===== src/rtl/load_store_unit_pkg.sv =====
// rtl/load_store_unit_pkg.sv - size/state encodings, lane constants and alignment helper for the LSU
package load_store_unit_pkg;

    localparam logic [1:0] SIZE_B = 2'b00;
    localparam logic [1:0] SIZE_H = 2'b01;
    localparam logic [1:0] SIZE_W = 2'b10;
    localparam logic [1:0] SIZE_X = 2'b11;

    localparam logic [1:0] ST_IDLE  = 2'b00;
    localparam logic [1:0] ST_READ  = 2'b01;
    localparam logic [1:0] ST_WRITE = 2'b10;
    localparam logic [1:0] ST_RESP  = 2'b11;

    localparam int          LANE_W    = 8;
    localparam logic [31:0] BYTE_MASK = 32'h0000_00FF;
    localparam logic [31:0] HALF_MASK = 32'h0000_FFFF;

    // Illegal size is folded in so one test covers every error response.
    function automatic logic misaligned(input logic [1:0] size, input logic [1:0] offset);
        case (size)
            SIZE_B:  misaligned = 1'b0;
            SIZE_H:  misaligned = offset[0];
            SIZE_W:  misaligned = (offset != 2'b00);
            default: misaligned = 1'b1;
        endcase
    endfunction

endpackage


===== src/rtl/lsu_align.sv =====
// rtl/lsu_align.sv - load lane extract/extend and sub-word store lane merge
module lsu_align
    import load_store_unit_pkg::*;
(
    input  logic [1:0]  size,
    input  logic        is_unsigned,
    input  logic [1:0]  offset,
    input  logic [31:0] rd,
    input  logic [31:0] wdata,
    output logic [31:0] load_data,
    output logic [31:0] merged
);

    logic [4:0]  sh;
    logic [31:0] shifted;
    logic [31:0] mask;

    assign sh = {offset, 3'b000};

    always_comb begin
        shifted = rd >> sh;
        case (size)
            SIZE_B:  load_data = is_unsigned ? {24'b0, shifted[LANE_W-1:0]}
                                             : {{24{shifted[7]}}, shifted[LANE_W-1:0]};
            SIZE_H:  load_data = is_unsigned ? {16'b0, shifted[15:0]}
                                             : {{16{shifted[15]}}, shifted[15:0]};
            default: load_data = shifted;
        endcase
    end

    // A word access gets an all-ones mask, so merged equals wdata for word stores.
    always_comb begin
        case (size)
            SIZE_B:  mask = BYTE_MASK << sh;
            SIZE_H:  mask = HALF_MASK << sh;
            default: mask = '1;
        endcase
        merged = (rd & ~mask) | ((wdata << sh) & mask);
    end

endmodule


===== src/rtl/load_store_unit.sv =====
// rtl/load_store_unit.sv - data-memory initiator FSM; sub-word access built only with LSU_SUBWORD_EN
module load_store_unit
    import load_store_unit_pkg::*;
#(
    parameter int DATA_W = 32,
    parameter int ADDR_W = 32
) (
    input  logic              clk,
    input  logic              rst,
    input  logic              req_valid,
    output logic              req_ready,
    input  logic              req_we,
    input  logic [1:0]        req_size,
    input  logic              req_unsigned,
    input  logic [ADDR_W-1:0] req_addr,
    input  logic [DATA_W-1:0] req_wdata,
    output logic              rsp_valid,
    input  logic              rsp_ready,
    output logic [DATA_W-1:0] rsp_rdata,
    output logic              rsp_err,
    output logic              mem_we,
    output logic [ADDR_W-1:0] mem_a,
    output logic [DATA_W-1:0] mem_wd,
    input  logic [DATA_W-1:0] mem_rd
);

    logic [1:0]        state;
    logic              l_we;
    logic [ADDR_W-3:0] l_word;
    logic [DATA_W-1:0] l_wdata;
    logic [DATA_W-1:0] rdata_q;
    logic              err_q;

    logic              bad;
    logic              new_read;
    logic [DATA_W-1:0] load_data;
    logic [DATA_W-1:0] wd_word;

`ifdef LSU_SUBWORD_EN
    logic [1:0]        l_size;
    logic [1:0]        l_off;
    logic              l_uns;
    logic [DATA_W-1:0] cap_q;
    logic [DATA_W-1:0] align_rd;

    // Loads extract straight from mem_rd in READ; the store merge uses the captured word in WRITE.
    assign align_rd = (state == ST_READ) ? mem_rd : cap_q;

    lsu_align u_align (
        .size        (l_size),
        .is_unsigned (l_uns),
        .offset      (l_off),
        .rd          (align_rd),
        .wdata       (l_wdata),
        .load_data   (load_data),
        .merged      (wd_word)
    );

    assign bad      = misaligned(req_size, req_addr[1:0]);
    assign new_read = !req_we || (req_size != SIZE_W);
`else
    logic unused_cfg;

    assign unused_cfg = ^{req_size, req_unsigned};
    assign bad        = (req_addr[1:0] != 2'b00);
    assign new_read   = !req_we;
    assign load_data  = mem_rd;
    assign wd_word    = l_wdata;
`endif

    always_ff @(posedge clk or negedge rst) begin
        if (!rst) begin
            state   <= ST_IDLE;
            l_we    <= 1'b0;
            l_word  <= '0;
            l_wdata <= '0;
            rdata_q <= '0;
            err_q   <= 1'b0;
`ifdef LSU_SUBWORD_EN
            l_size  <= SIZE_W;
            l_off   <= 2'b00;
            l_uns   <= 1'b0;
            cap_q   <= '0;
`endif
        end else begin
            case (state)
                ST_IDLE: begin
                    if (req_valid) begin
                        l_we    <= req_we;
                        l_word  <= req_addr[ADDR_W-1:2];
                        l_wdata <= req_wdata;
                        rdata_q <= '0;
                        err_q   <= bad;
`ifdef LSU_SUBWORD_EN
                        l_size  <= req_size;
                        l_off   <= req_addr[1:0];
                        l_uns   <= req_unsigned;
`endif
                        if (bad)
                            state <= ST_RESP;
                        else if (new_read)
                            state <= ST_READ;
                        else
                            state <= ST_WRITE;
                    end
                end
                ST_READ: begin
`ifdef LSU_SUBWORD_EN
                    cap_q <= mem_rd;
`endif
                    if (l_we) begin
                        state <= ST_WRITE;
                    end else begin
                        rdata_q <= load_data;
                        state   <= ST_RESP;
                    end
                end
                ST_WRITE: state <= ST_RESP;
                ST_RESP:  if (rsp_ready) state <= ST_IDLE;
                default:  state <= ST_IDLE;
            endcase
        end
    end

    // Gating with rst keeps req_ready low while reset is held, not just after it.
    assign req_ready = (state == ST_IDLE) && rst;
    assign rsp_valid = (state == ST_RESP);
    assign rsp_rdata = (state == ST_RESP) ? rdata_q : '0;
    assign rsp_err   = (state == ST_RESP) && err_q;
    assign mem_we    = (state == ST_WRITE);
    assign mem_a     = (state == ST_READ || state == ST_WRITE) ? {2'b00, l_word} : '0;
    assign mem_wd    = (state == ST_WRITE) ? wd_word : '0;

endmodule


===== config.mk =====
export PLATFORM = sky130hd
export DESIGN_NAME = load_store_unit
export DESIGN_NICKNAME = d
export VERILOG_FILES = /design/src/rtl/load_store_unit_pkg.sv /design/src/rtl/lsu_align.sv /design/src/rtl/load_store_unit.sv
export SDC_FILE = /design/constraint.sdc
export NUM_CORES = 1
export LEC_CHECK = 0
export CORE_AREA = 2 2 145 91
export CTS_CLUSTER_DIAMETER = 150
export CTS_CLUSTER_SIZE = 12
export DETAILED_ROUTE_END_ITERATION = 8
export DIE_AREA = 0 0 147 93
export GPL_TIMING_DRIVEN = 1
export PLACE_DENSITY = 0.82
export SETUP_SLACK_MARGIN = 0.2
export SLEW_MARGIN = 20
export SYNTH_ARGS = -nofsm -noshare
export SYNTH_HDL_FRONTEND = slang
export SYNTH_SLANG_ARGS = --single-unit

===== constraint.sdc =====
create_clock -name clk -period 1.7 [get_ports clk]
set_input_delay 0.34 -clock clk [delete_from_list [all_inputs] [get_ports clk]]
set_output_delay 0.34 -clock clk [all_outputs]
set_load 0.005 [all_outputs]

Yosys cells after proc, flatten, opt, wreduce, memory -nomap -nowiden --
Index checks and enable logic that the tools add are counted. W data, S select, Z words.
Word-level totals: flip-flop bits (word level) 98, word-level logic and storage cells 33, output and inout bits 100
Operators by class: mux-type cells 12, equal/unequal tests 6, reductions and logical operators 9
Operator list (number):
- $mux W32 | 4
- $pmux W32 S2 | 1
- $mux W30 | 1
- $mux W2 | 4
- $pmux W2 S4 | 1
- $eq A2 B2 Y1 const B | 2
- $ne A2 B2 Y1 const B | 2
- $reduce_and A2 Y1 | 2
- $reduce_bool A2 Y1 | 2
- $reduce_and A3 Y1 | 1
- $eq A2 B1 Y1 const B | 1
- $logic_and A1 B1 Y1 | 2
- $logic_not A2 Y1 | 1
- $ne A2 B1 Y1 const B | 1
- $logic_or A1 B1 Y1 | 1
- $mux W1 | 1

Longest topological paths before layout --
depth after elaboration 4, mapped depth 7, depth with buffers taken out 5

Least setup slack after synthesis --
No wires, ideal clock.
path kind register -> register, start point register state[1], end point register rdata_q[19], setup slack 0.092 ns, buffers on the path 2, stages on the path, launching flop included 8, data required time 1.621 ns, data arrival time 1.528 ns, cells stage by stage dfrtp_1 inv_1 ha_1 buf_6 nand2b_4 a21oi_4 buf_12 mux2i_1
Between the ends: longest elaborated chain between the ends 3, elaborated cells between the ends (all ways) 7, those cells by class 3 x eq/ne; 1 x mux; 3 x reduce/logical
RTL lines:
- from (decl) | line load_store_unit.sv:27 | logic [1:0] state;
- from (signal assigned) | line load_store_unit.sv:73 | state <= ST_IDLE;
- from (signal assigned) | line load_store_unit.sv:100 | state <= ST_RESP;
- from (signal assigned) | line load_store_unit.sv:102 | state <= ST_READ;
- $eq A2 B1 Y1 / $logic_not A2 Y1 (equally long branches) | line load_store_unit.sv:86 | case (state)
- $ne A2 B2 Y1 (no line) / $reduce_bool A2 Y1 (equally long branches)
- $reduce_and A3 Y1 (no line)
- to (signal assigned) | line load_store_unit.sv:114 | rdata_q <= load_data;
- to (decl) | line load_store_unit.sv:31 | logic [DATA_W-1:0] rdata_q;
Several ways; a longest one is shown, not always the timed one. A chain may end at the register's enable or synchronous reset.

Worst setup path in the final report --
start point register state[0], end point output mem_a[4]
Between the ends: longest elaborated chain between the ends 3, elaborated cells between the ends (all ways) 4, those cells by class 2 x eq/ne; 1 x mux; 1 x reduce/logical
RTL lines:
- $eq A2 B1 Y1 / $eq A2 B2 Y1 (equally long branches) | line load_store_unit.sv:131 | assign mem_a = (state == ST_READ || state == ST_WRITE) ? {2'b00, l_word} : '0;
- $logic_or A1 B1 Y1 (*) | line load_store_unit.sv:131
- $mux W30 (*) | line load_store_unit.sv:131
- to (decl) | line load_store_unit.sv:22 | output logic [ADDR_W-1:0] mem_a,
Mark *: on every way between the ends. The rest lies on a longest branch, timed or not.

==> reports/qor.csv <==
metric,value,unit
clk buf depth,2,
Final Worst Setup Slack,-0.367,ns
post-route setup TNS,-29.08,ns
gr ovfl total,0,
Post-Route WL,16000,um
area post-placement,6910,um^2
"Worst Path Class, Setup",reg2out,
GPL Wtd Cong,0.797,
H-tree Lvls,3,
Placed Cells,762,
fmax,484,MHz
# port buffers,198,
yosys warns,0,
cts bufs inserted,9,
Yosys reg bits,98,
CP Capture Type,primary output,
post-DP HPWL,8260,um
CTS tree,done,
total power,17.3,mW
critical path data arrival time,1.73,ns
RSZ-0062 raised after global routing,yes,
placeable core area,12400,um^2
min Tclk post-route,2.07,ns
Least-Margin Pin Slew,0.548,ns
HP Class,in2async,
largest fanout on the critical path,8,
WP data required,1.36,ns
sequential area share after synthesis,0.520,
global-route wire length before repair,21700,um
"Reg clk slew, reported paths",0.07,ns
die area,13700,um^2
clock sink count,98,
I/O pins,204,
P_leak,4.30,nW
root buffer cell,clkbuf_16,
fraction of layout cells with a size suffix above 1,0.531,
library cells used by synthesis,22,
final core utilization,0.708,
status,"finished, violations left",
Skew-Pair Late Insertion Delay,0.34,ns
wire per inst,19.0,um
Die Ht,93,um
failing checks,setup timing,
post-cts hold buffer count,0,
period utilization,1.22,
Syn-to-layout area delta,86.3,%
ys async rst share,1.00,
Post-Syn Instances,405,
routed vias,3952,
die width,147,um
vias per cell,4.70,
VDD IR-drop max,0.00109,V
Power Dens Cells,1970,nW/um^2
starting density of the core,0.380,
Rel. slew slack,0.634,
Initial DRC Count,126,
design area,8790,um^2
GRT Overall Usage,0.206,
Final nets,777,
setup violators final,131,
initial antenna violation count,0,
CP startpoint kind,flip-flop,
antenna cells,0,
largest net degree at the start of global routing,99,
"EDFF count, synth",0,
std cell rows,32,
final std cells w/o fill,841,
most used flip-flop cell after synthesis,dfrtp_1,
Residual DRC,0,
Max-Cap Viols,0,
Antenna Nets Post-Route,0,
Final Max Slew Viols,0,
vias in the first global route,4011,
Worst Clk Skew,0.00898,ns
"Cell Area, Synth",4720,um^2
most frequent cells in the layout,"98 x buf_6, 98 x dfrtp_1, 98 x clkdlybuf4s50_1",
Mean Syn Cell Area,11.7,um^2
Pre-Repair DR Iteration Count,4,
Hold Fails Final Rpt,0,
[routing by layer]
| layer | GRT usage | vias up | wire, um |
|---|---|---|---|
| met5 | 0 | - | 0 |
| met4 | 0.0577 | 0 | 205 |
| met3 | 0.0683 | 19 | 1080 |
| met2 | 0.342 | 151 | 7710 |
| met1 | 0.260 | 1974 | 7020 |
| li1 | - | 1808 | - |
[per-stage QoR]
stage / setup slack, ns / hold WS (ns)
floorplan: 0.137 / 0.0444
global placement: -0.256 / 0.462
detailed placement: -0.356 / 0.474
global route: -0.411 / 0.113
finish: -0.367 / 0.0371
CTS: -0.425 / 0.112
[flip-flops by register name, indices dropped and copies added, names as in the netlist]
name	flops
l_word	30
l_we	1
rdata_q	32
state	2
err_q	1
l_wdata	32
[cell usage after synthesis, types with 2 or more instances]
master / instances / area [um^2]
and2_1: 96 / 601
inv_1: 36 / 135
clkbuf_1: 12 / 45.0
ha_1: 6 / 75.1
o21ai_0: 2 / 10.0
buf_6: 5 / 56.3
dfrtp_1: 98 / 2450
buf_2: 2 / 10.0
nand2_1: 35 / 131
buf_4: 3 / 22.5
mux2i_1: 32 / 320
nor2_1: 3 / 11.3
buf_12: 3 / 60.1
mux2_2: 64 / 721
[path summary, 6_finish.rpt]
kind | start | endpoint | slack (ns) | depth (start not counted)
setup / recovery | state[0] | mem_a[4] | -0.37 | 7
min in group clk | l_we | l_we | 0.50 | 2
setup reg to reg | state[1] | rdata_q[31] | -0.16 | 9
hold / removal | rst | err_q | 0.04 | 2
max in group asynchronous | rst | l_wdata[8] | 1.20 | 2
hold reg to reg | l_we | l_we | 0.50 | 2
[where the power goes]
group | switching [mW] | internal [mW] | leakage, nW
clock | 0.873 | 1.28 | 0.153
combinational | 3.85 | 7.35 | 2.93
sequential | 0.604 | 3.31 | 1.22
total | 5.33 | 11.9 | 4.30
[critical path, stage by stage (launching register included)]
cell and delay [ns]:
dfrtp_1 0.40, inv_2 0.12, ha_4 0.23, buf_6 0.13, buf_6 0.12, buf_16 0.14, and2_4 0.14, buf_6 0.11
[layout make-up]
cell class,count,area (um^2)
fill,816,3620
timing repair buffer,274,3150
multi-input combinational,248,2530
sequential,98,2450
clock buffer,10,229
tap,170,213
inverter,36,135
clock inverter,5,78.8
[repair_timing]
action	4_1_cts	5_1_grt
pin swaps	19	12
cloned	10	12
resized for setup	360	282
endpoints found under the hold margin	0	0
setup buffers	23	19
setup endpoints to repair	194	195
[cells by family (layout without fill, tap and decap cells)]
kind of cell | Yosys count | count (layout) | share of synthesized area
fa+ha+maj | 6 | 6 | 0.0159
other cells | 1 | 2 | 0.000795
compound gates | 6 | 6 | 0.00981
buf+inv | 61 | 325 | 0.0697
mux | 96 | 96 | 0.221
simple gates | 137 | 138 | 0.163
flops | 98 | 98 | 0.520
Power figures use the tool's default switching activity.
